<file path="src/rtl/pong_game_engine.sv">
`default_nettype none
// pong_game_engine: paddles, ball physics, scoring, serve/game-over FSM and per-pixel colour.
// Optional CPU-controlled player 2 when the PONG_AI_EN macro is defined.
module pong_game_engine #(
  parameter int FRAME_W     = 640,
  parameter int FRAME_H     = 480,
  parameter int PADDLE_W    = 8,
  parameter int PADDLE_H    = 60,
  parameter int P1_X        = 16,
  parameter int P2_X        = 616,
  parameter int BALL_S      = 8,
  parameter int PADDLE_STEP = 8,
  parameter int BALL_DIV    = 208333,
  parameter int WIN_SCORE   = 9,
  parameter int SERVE_TICKS = 60,
  parameter int AI_STEP     = 3
) (
  input  logic        CLOCK_25,
  input  logic        RESET_N,
  input  logic [11:0] x,
  input  logic [11:0] y,
  input  logic        p1_up,
  input  logic        p1_down,
  input  logic        p2_up,
  input  logic        p2_down,
  input  logic        start,
  output logic [2:0]  color,
  output logic [3:0]  score_p1,
  output logic [3:0]  score_p2,
  output logic        game_over,
  output logic [1:0]  winner
);

  localparam logic [2:0] ST_IDLE  = 3'd0;
  localparam logic [2:0] ST_SERVE = 3'd1;
  localparam logic [2:0] ST_PLAY  = 3'd2;
  localparam logic [2:0] ST_POINT = 3'd3;
  localparam logic [2:0] ST_OVER  = 3'd4;

  localparam logic [11:0] FW        = 12'(FRAME_W);
  localparam logic [11:0] FH        = 12'(FRAME_H);
  localparam logic [11:0] PW        = 12'(PADDLE_W);
  localparam logic [11:0] PH        = 12'(PADDLE_H);
  localparam logic [11:0] BS        = 12'(BALL_S);
  localparam logic [11:0] HALF_B    = 12'(BALL_S / 2);
  localparam logic [11:0] P1X       = 12'(P1_X);
  localparam logic [11:0] P2X       = 12'(P2_X);
  localparam logic [11:0] FACE_L    = 12'(P1_X + PADDLE_W);
  localparam logic [11:0] STEP      = 12'(PADDLE_STEP);
  localparam logic [11:0] ZONE_H    = 12'(PADDLE_H / 5);
  localparam logic [11:0] PAD_MAX   = 12'(FRAME_H - PADDLE_H - 1);
  localparam logic [11:0] PAD_Y0    = 12'((FRAME_H - PADDLE_H) / 2);
  localparam logic [11:0] BALL_X0   = 12'((FRAME_W - BALL_S) / 2);
  localparam logic [11:0] BALL_Y0   = 12'((FRAME_H - BALL_S) / 2);
  localparam logic [11:0] BALL_YMAX = 12'(FRAME_H - BALL_S - 1);
  localparam logic [31:0] DIV_LAST  = 32'(BALL_DIV - 1);
  localparam logic [15:0] SRV_LAST  = 16'(SERVE_TICKS - 1);
  localparam logic [3:0]  WIN       = 4'(WIN_SCORE);

  logic [2:0]  state;
  logic [31:0] presc;
  logic        tick;
  logic [15:0] serve_cnt;
  logic [11:0] ball_x, ball_y, pad1_y, pad2_y;
  logic [2:0]  vx, vy;
  logic        dir_right, dir_down, serve_right;

  // A step that would cross either travel limit lands exactly on it.
  function automatic logic [11:0] pad_move(input logic [11:0] py, input logic up,
                                           input logic dn, input logic [11:0] step);
    logic [11:0] r;
    r = py;
    if (up && !dn)
      r = (py <= step) ? 12'd1 : py - step;
    else if (dn && !up)
      r = (py + step >= PAD_MAX) ? PAD_MAX : py + step;
    return r;
  endfunction

  assign tick = (presc == DIV_LAST);

  logic [11:0] vx12, vy12, nx, ny, centre, pad_sel, rel, zone;
  logic        ndown, at_paddle, hit;

  always_comb begin
    vx12   = {9'd0, vx};
    vy12   = {9'd0, vy};
    nx     = dir_right ? ball_x + vx12 : ball_x - vx12;
    ny     = dir_down ? ball_y + vy12 : ball_y - vy12;
    ndown  = dir_down;
    // Upward underflow is detected before subtraction so 12-bit wrap cannot fake a bottom hit.
    if (!dir_down && (ball_y <= vy12)) begin
      ny    = 12'd1;
      ndown = 1'b1;
    end else if (dir_down && (ny > BALL_YMAX)) begin
      ny    = BALL_YMAX;
      ndown = 1'b0;
    end
    centre    = ny + HALF_B;
    pad_sel   = dir_right ? pad2_y : pad1_y;
    at_paddle = dir_right ? (nx + BS >= P2X) : (ball_x <= FACE_L + vx12);
    hit       = (centre >= pad_sel) && (centre < pad_sel + PH);
    rel       = centre - pad_sel;
    zone      = rel / ZONE_H;
  end

`ifdef PONG_AI_EN
  logic [11:0] pad2_c, ball_c, ai_next;
  logic        unused_p2;
  assign unused_p2 = p2_up ^ p2_down;

  always_comb begin
    pad2_c  = pad2_y + PH / 12'd2;
    ball_c  = ball_y + HALF_B;
    ai_next = pad2_y;
    if (ball_c > pad2_c + 12'(AI_STEP))
      ai_next = pad_move(pad2_y, 1'b0, 1'b1, 12'(AI_STEP));
    else if (pad2_c > ball_c + 12'(AI_STEP))
      ai_next = pad_move(pad2_y, 1'b1, 1'b0, 12'(AI_STEP));
  end
`endif

  always_ff @(posedge CLOCK_25) begin
    if (!RESET_N) begin
      state       <= ST_IDLE;
      presc       <= 32'd0;
      serve_cnt   <= 16'd0;
      ball_x      <= BALL_X0;
      ball_y      <= BALL_Y0;
      vx          <= 3'd4;
      vy          <= 3'd0;
      dir_right   <= 1'b1;
      dir_down    <= 1'b0;
      serve_right <= 1'b1;
      pad1_y      <= PAD_Y0;
      pad2_y      <= PAD_Y0;
      score_p1    <= 4'd0;
      score_p2    <= 4'd0;
      winner      <= 2'b00;
    end else begin
      presc  <= tick ? 32'd0 : presc + 32'd1;
      pad1_y <= pad_move(pad1_y, p1_up, p1_down, STEP);
`ifdef PONG_AI_EN
      if (tick && (state == ST_SERVE || state == ST_PLAY))
        pad2_y <= ai_next;
`else
      pad2_y <= pad_move(pad2_y, p2_up, p2_down, STEP);
`endif
      case (state)
        ST_IDLE: begin
          ball_x <= BALL_X0;
          ball_y <= BALL_Y0;
          if (start) begin
            state       <= ST_SERVE;
            serve_cnt   <= 16'd0;
            serve_right <= 1'b1;
          end
        end
        ST_SERVE: begin
          ball_x    <= BALL_X0;
          ball_y    <= BALL_Y0;
          vx        <= 3'd4;
          vy        <= 3'd0;
          dir_down  <= 1'b0;
          dir_right <= serve_right;
          if (tick) begin
            if (serve_cnt == SRV_LAST) begin
              state     <= ST_PLAY;
              serve_cnt <= 16'd0;
            end else begin
              serve_cnt <= serve_cnt + 16'd1;
            end
          end
        end
        ST_PLAY: begin
          if (tick) begin
            ball_y   <= ny;
            dir_down <= ndown;
            ball_x   <= nx;
            if (at_paddle && hit) begin
              ball_x    <= dir_right ? P2X - BS : FACE_L;
              dir_right <= !dir_right;
              case (zone)
                12'd0:   begin vx <= 3'd2; vy <= 3'd2; dir_down <= 1'b0; end
                12'd1:   begin vx <= 3'd3; vy <= 3'd1; dir_down <= 1'b0; end
                12'd2:   begin vx <= 3'd4; vy <= 3'd0; dir_down <= 1'b0; end
                12'd3:   begin vx <= 3'd3; vy <= 3'd1; dir_down <= 1'b1; end
                default: begin vx <= 3'd2; vy <= 3'd2; dir_down <= 1'b1; end
              endcase
            end else if (at_paddle) begin
              // The next serve travels toward whoever just conceded.
              if (dir_right) begin
                score_p1    <= score_p1 + 4'd1;
                serve_right <= 1'b1;
              end else begin
                score_p2    <= score_p2 + 4'd1;
                serve_right <= 1'b0;
              end
              state <= ST_POINT;
            end
          end
        end
        ST_POINT: begin
          ball_x <= BALL_X0;
          ball_y <= BALL_Y0;
          if (tick) begin
            if (score_p1 == WIN) begin
              state  <= ST_OVER;
              winner <= 2'b01;
            end else if (score_p2 == WIN) begin
              state  <= ST_OVER;
              winner <= 2'b10;
            end else begin
              state     <= ST_SERVE;
              serve_cnt <= 16'd0;
            end
          end
        end
        ST_OVER: begin
          ball_x <= BALL_X0;
          ball_y <= BALL_Y0;
          if (start) begin
            score_p1    <= 4'd0;
            score_p2    <= 4'd0;
            winner      <= 2'b00;
            serve_right <= 1'b1;
            serve_cnt   <= 16'd0;
            state       <= ST_SERVE;
          end
        end
        default: state <= ST_IDLE;
      endcase
    end
  end

  assign game_over = (state == ST_OVER);

  logic ball_vis, ball_px, p1_px, p2_px, border, in_frame;

  always_comb begin
    ball_vis = (state != ST_POINT) && (state != ST_OVER);
    in_frame = (x < FW) && (y < FH);
    ball_px  = ball_vis && (x >= ball_x) && (x < ball_x + BS) && (y >= ball_y) && (y < ball_y + BS);
    p1_px    = (x >= P1X) && (x < P1X + PW) && (y >= pad1_y) && (y < pad1_y + PH);
    p2_px    = (x >= P2X) && (x < P2X + PW) && (y >= pad2_y) && (y < pad2_y + PH);
    border   = (x == 12'd0) || (x == FW - 12'd1) || (y == 12'd0) || (y == FH - 12'd1);
    color    = 3'b000;
    if (!in_frame)    color = 3'b000;
    else if (ball_px) color = 3'b111;
    else if (p1_px)   color = 3'b001;
    else if (p2_px)   color = 3'b100;
    else if (border)  color = 3'b010;
  end

endmodule
`default_nettype wire

</file>
<file path="config.mk">
export PLATFORM = sky130hd
export DESIGN_NAME = pong_game_engine
export DESIGN_NICKNAME = d
export VERILOG_FILES = /design/src/rtl/pong_game_engine.sv
export SDC_FILE = /design/constraint.sdc
export NUM_CORES = 1
export LEC_CHECK = 0
export BUFFER_PORTS_ARGS = -buffer_cell sky130_fd_sc_hd__clkbuf_2
export CAP_MARGIN = 30
export CORE_MARGIN = 1.5
export CORE_UTILIZATION = 45
export CTS_CLUSTER_DIAMETER = 80
export DETAILED_ROUTE_END_ITERATION = 10
export PLACE_DENSITY = 0.67
export SYNTH_ARGS = -nofsm -noshare
export SYNTH_HDL_FRONTEND = slang
export SYNTH_SLANG_ARGS = --single-unit
</file>
<file path="constraint.sdc">
create_clock -name CLOCK_25 -period 7.2 [get_ports CLOCK_25]
set_clock_uncertainty 0.1 [all_clocks]
set_input_delay 0 -clock CLOCK_25 [delete_from_list [all_inputs] [get_ports CLOCK_25]]
set_output_delay 0 -clock CLOCK_25 [all_outputs]
set_load 0.02 [all_outputs]
</file>
== Word level (Yosys, flattened, before mapping) ==
Index checks and enable logic that the tools add are counted.
Word-level totals
  bits of input ports: 31
  register bits after elaboration: 118
  logic and storage cells: 228
  output and inout port bits: 14
Operators by class
  $lt $le $gt $ge: 24
  div/mod/pow operators: 1
  bitwise gates (word level): 1
  multiplexer cells: 81
  eq/ne operators: 30
  $add $sub $neg: 21
  reductions and logical operators: 55
Operators with widths (number)
  12-bit 2-to-1 mux: 16
  16-bit 2-to-1 mux: 6
  12-bit by 4-bit adder with 12-bit output, second input constant: 5
  12-bit greater-or-equal comparator: 5
  12-bit < comparator: 5
  3-bit 2-to-1 mux: 17
  12-bit case mux with 2 select lines: 2
  16-bit case mux with 3 select lines: 1
  12-bit by 6-bit adder with 12-bit output, second input constant: 3
  12-bit zero test: 3
  4-bit 2-to-1 mux: 9
  32-bit by 1-bit adder with 32-bit output, second input constant: 1
  32-bit by 18-bit equality test with 1-bit output, second input constant: 1
  12-bit by 3-bit adder with 12-bit output: 2
  12-bit by 2-bit equality test with 1-bit output, second input constant: 2
  12-bit by 10-bit greater-or-equal comparator with 1-bit output, second input constant: 2
  12-bit by 9-bit greater-or-equal comparator with 1-bit output, second input constant: 2
  12-bit by 4-bit less-or-equal comparator with 1-bit output, second input constant: 2
  12-bit by 10-bit < comparator with 1-bit output, second input constant: 2
  2-bit inequality test, second input constant: 12
  12-bit by 3-bit subtractor with 12-bit output: 2
  12-bit by 4-bit subtractor with 12-bit output, second input constant: 2
  1-bit logical AND: 20
  3-bit case mux with 2 select lines: 3
  46 further kinds: 88

== Longest topological paths before layout ==
  word-level depth: 15
  gate-level depth with buffers: 34
  depth with buffers taken out: 33

== Least setup slack after synthesis ==
OpenSTA, ideal clock, no wires.
  path type: reg-to-reg
  start point: register vx[0]
  end point: register vx[1]
  setup time: 0.115 ns
  buffers on the path: 1
  period minus slack after synthesis: 7.057 ns
  path slack: 0.143 ns
  data required time: 6.985 ns
  cell stages (with the launch flop): 33
  arrival time: 6.841 ns
  cell sequence: dfxtp_1 > ha_1 > inv_1 > fa_1 > or4_1 > o21a_1 > xnor2_1 > nor3_1 > o2111ai_2 > nand3_1 > nand2_1 > nand2_1 > nor3_1 > ha_1 > nand3b_1 > nor4_1 > nand3_1 > xnor2_1 > nor3_1 > ha_1 > inv_1 > nor3_1 > nand3_1 > o21ai_0 > xor2_1 > or3_1 > clkbuf_1 > o22a_1 > nand3_2 > o41ai_2 > nor3_2 > or3b_1 > a31o_1
Between the ends
  cells in the longest elaborated chain, start to end: 8
  elaborated cells on any way between the ends: 11
  those cells by class: add/sub (4); order compare (2); eq/ne (1); mux (2); reduce/logical (2)
RTL lines
  start: declaration: line 65  | logic [2:0] vx, vy;
  start signal: assignment: line 130  | vx <= 3'd4;
  start signal: assignment: line 162  | vx <= 3'd4;
  start signal: assignment: line 184  | 12'd0: begin vx <= 3'd2; vy <= 3'd2; dir_down <= 1'b0; end
  12-bit by 3-bit subtractor with 12-bit output or 12-bit by 3-bit adder with 12-bit output (tied branches): line 88  | nx = dir_right ? ball_x + vx12 : ball_x - vx12;
  12-bit 2-to-1 mux: line 88
  12-bit by 4-bit adder with 12-bit output: line 101  | at_paddle = dir_right ? (nx + BS >= P2X) : (ball_x <= FACE_L + vx12);
  12-bit by 10-bit greater-or-equal comparator with 1-bit output: line 101
  1-bit 2-to-1 mux *: line 101
  1-bit logical AND *: line 180  | if (at_paddle && hit) begin
  2-bit inequality test (no line) *
  3-bit AND reduction (no line) *
Mark *: on every way between the ends. The rest lies on a longest branch, timed or not.
A chain may end at the register's enable or synchronous reset.

== Final worst setup path ==
  start point: register ball_y[1]
  end point: register vx[1]
Between the ends
  cells in the longest elaborated chain, start to end: 15
  elaborated cells on any way between the ends: 26
  those cells by class: add/sub (4); div (1); order compare (4); eq/ne (4); mux (7); reduce/logical (6)
RTL lines
  start: declaration: line 64  | logic [11:0] ball_x, ball_y, pad1_y, pad2_y;
  start signal: assignment: line 177  | ball_y <= ny;
  12-bit by 3-bit subtractor with 12-bit output or 12-bit by 3-bit adder with 12-bit output (tied branches): line 89  | ny = dir_down ? ball_y + vy12 : ball_y - vy12;
  12-bit 2-to-1 mux: line 89
  12-bit by 9-bit > comparator with 1-bit output: line 95  | end else if (dir_down && (ny > BALL_YMAX)) begin
  1-bit logical AND: line 95
  12-bit 2-to-1 mux: line 95
  12-bit 2-to-1 mux *: line 92  | if (!dir_down && (ball_y <= vy12)) begin
  12-bit by 3-bit adder with 12-bit output *: line 99  | centre = ny + HALF_B;
  12-bit subtractor: line 103  | rel = centre - pad_sel;
  12-bit by 4-bit divider with 12-bit output: line 104  | zone = rel / ZONE_H;
  12-bit by 1-bit equality test with 1-bit output or 12-bit by 2-bit equality test with 1-bit output (tied branches): line 183  | case (zone)
  2-bit OR reduction (no line)
  3-bit case mux with 2 select lines: line 183
  3-bit 2-to-1 mux: line 180
  3-bit 2-to-1 mux: line 176  | if (tick) begin
  3-bit case mux with 2 select lines: line 149  | case (state)
  end signal: assignment: line 184
  end signal: assignment: line 185  | 12'd1: begin vx <= 3'd3; vy <= 3'd1; dir_down <= 1'b0; end
  end signal: assignment: line 186  | 12'd2: begin vx <= 3'd4; vy <= 3'd0; dir_down <= 1'b0; end
Mark *: on every way between the ends. The rest lies on a longest branch, timed or not. The select of a mux whose other input is x is not followed.

==> reports/results.ini <==
[status]
outcome = complete, no violations

[detailed_routing]
vias = 10889
firstDrtPassIters = 7
wl_um = 30700
drt_iter0_drc = 790
drc_errors = 0
avgRoutedWirePerCell_um = 16.4
ant_nets = 0
viasPerCell = 5.80

[global_routing]
grt_usage_pct = 23.0
grt_util_met3_pct = 3.69
top_usage_layer = met2
grt_pass1_vias = 10199
antenna_found_initial = 0
grt-ovfl-total = 0
grt_max_degree = 57
use_met1_pct = 29.8
grt_pass1_wl_um = 49700
gr-usage-met2_pct = 39.1

[sta]
finalMaxSlewViolations = 0
finalSetupViolations = 0
tightest_slew_ps = 785
fmax_ghz = 0.141
hold_violations = 0
slew_headroom_pct = 47.4
min_period_ps = 7090
min_period_over_period_pct = 98.4
setup_ws_ps = 114
finalSetupTns_ps = 0

[pwr]
pwr-share-seq_pct = 29.6
p_leak_nw = 5.51
peakVddDrop_mv = 0.165
power-per-cell-area_mw_per_mm2 = 177
combinationalPowerShare_pct = 32.4
pwr-share-clk_pct = 38.1
p_int_mw = 1.48
switching_power_uw = 830
switching_share_pct = 35.9

[critical_path]
crit_required_ps = 7420
cp_slowest_cell = dfxtp_1
max_stage_delay_ps = 510
arrival_ps = 7300
start_kind = flip-flop
ff2ff_setup_slack_ps = 110
worstSetupPathType = flip-flop to flip-flop
r2r_cells = 26
crit-reg2reg-launch = ball_y[1]
path_common_cell = ha_1
crit_fanout = 8
reg2reg_to = vx[1]
endpoint_kind = flip-flop

[synth]
synth_top_flop_cell = dfxtp_1
synth_area_leaders = dfxtp_1 20%, ha_1 16%, xnor2_1 6.1%, nor2_1 4.2%, nand2_1 4.1%
post-synth-top-area-cell = dfxtp_1
synth-edff-count = 0
syn_nets = 1668
syn_inst = 1489
netlist.area_leader.share_pct = 20.0
synth_area_per_cell_sq_um = 7.68
ys_ff_latch = 114
ys_async_sr_fraction_pct = 0
synth.cell_area_sq_mm = 0.0114
yosysWarningCount = 0
synthDistinctLibCells = 91
yosysSeqAreaShare_pct = 20.0

[clock_tree]
clk_latency_ps = 430
clockRootBuffer = clkbuf_16
cts_tree = yes
cts_buffer_depth = 2
htree_levels = 4
cts_sinks = 114
clkTransAtPathRegs_ps = 70
cts_buffers = 17

[final_layout]
layout-drive-gt1-share_pct = 11.9
n_antenna_cell = 0
fin_area_sq_mm = 0.0130
mostFrequentLayoutCell = ha_1
mostFrequentLayoutCells = 140 x ha_1, 126 x nor2_1, 123 x nand2_1
finalNonFillerCells = 1879
area_delta_synth_final_pct = 14.0
nets = 1715
fillers = 2374

[worst_hold_path]
hp-class = primary input to flip-flop
min_to = pad2_y[4]
min_path_cells = 3
hold_start = RESET_N

[run]
max_cap_violations = 0

[place]
dp_cells = 1836
pre_cts_ws_ps = -54.8
dp_hpwl_um = 22700
gp_congestion = 0.943
io_buffers = 44
post_dp_cell_area_sq_mm = 0.0120

[die]
core_area_sq_mm = 0.0250
dieArea_sq_mm = 0.0264
dieWidth_um = 162
fp.dieH_um = 162
start_util_pct = 45.6
row_count = 58
io-pin-count = 45

synthesized netlist by cell type, drive strengths merged, types with 5 or more instances:
library cell,instances
and3,25
nand3,58
o211ai,15
o221ai,5
a211oi,12
a21boi,12
or4,9
xor2,47
o21a,16
inv,93
nand2,126
o21ai,78
clkbuf,47
a21oi,94
nand3b,9
a22oi,13
o2111ai,6
o32ai,5
a221oi,7
nand2b,32
mux2,5
nor3,41
buf,6
ha,144
mux2i,22
and4,6
dfxtp,114
a31oi,13
nor2,128
a21o,22
nand4,22
xnor2,79
nor3b,9
nor2b,47
nor4,26
and2,10
or3,18
logic make-up (layout without fill, tap and decap cells):
group,after synthesis,after routing,share of synthesized area [%]
muxes,27,27,2.56
and+or+nand+nor,579,579,26.0
xor gates and xnor gates,126,126,9.66
buffers and inverters,148,208,4.97
adders and majority gates,150,150,16.6
DFF,114,114,20.0
AOI/OAI and AO/OA,345,345,20.2
final cells by class:
class	instances	area, sq um	area share, %
repair buffers	81	500	3.84
flip-flops and latches	114	2280	17.5
well taps	330	413	3.17
multi-input cells	1227	8880	68.1
inverters	95	357	2.74
clock buffers	17	425	3.27
clock inverters	15	171	1.32
registers in the layout, summed over array words and instances, names as in the netlist, 2 cells and up:
register,cells
ball_y,12
presc,32
serve_cnt,16
vx,3
state,3
score_p1,4
pad2_y,11
winner,2
ball_x,12
score_p2,4
pad1_y,11
power by group through the flow:
stage,Sequential [mW],Combinational (mW),Clock (mW)
global route,0.686,0.825,0.916
detailed placement,0.696,0.650,0
CTS,0.681,0.661,0.893
finish,0.683,0.747,0.879
global placement,0.696,0.635,0
floorplan,0.669,0.523,0
metal layers:
metal	vias up	routed length, um
met1	5099	14100
met3	47	1380
li1	5445	-
met2	298	14700
met4	0	572
met5	-	0
through the flow:
step | hold WS [ps] | power, mW | util, %
finish | 24.8 | 2.31 | 52.0
global route | 44.1 | 2.43 | 52.0
CTS | 11.4 | 2.24 | 50.6
detailed placement | 272 | 1.35 | 48.1
global placement | 270 | 1.33 | 48.1
floorplan | 96.2 | 1.19 | -
critical path: cells and delay by family (launching register included):
family / cells / cell delay, ps
simple gates: 10 / 2690
compound gates: 10 / 2350
fa+ha+maj: 3 / 890
flops: 1 / 510
buf+inv: 2 / 260
xor+xnor: 1 / 170
worst max-delay path by stage:
stage | start | to | slack (ps) | depth (start not counted)
final | ball_y[1] | vx[1] | 110 | 26
after global routing | ball_y[0] | vx[1] | -160 | 34
after CTS | ball_y[0] | vx[1] | 20 | 32
after detailed placement | ball_y[0] | vx[1] | -50 | 31
after global placement | ball_y[0] | vx[1] | 120 | 31
after floorplan | vx[0] | vx[1] | 140 | 32
repair_timing:
item	CTS	global route
resized for setup	3	58
setup endpoints to repair	2	8
hold endpoints to repair	3	0
pin swaps	2	22
cloned	0	0
hold buffers	1	0
buffers inserted	1	9
Power figures use the tool's default switching activity.
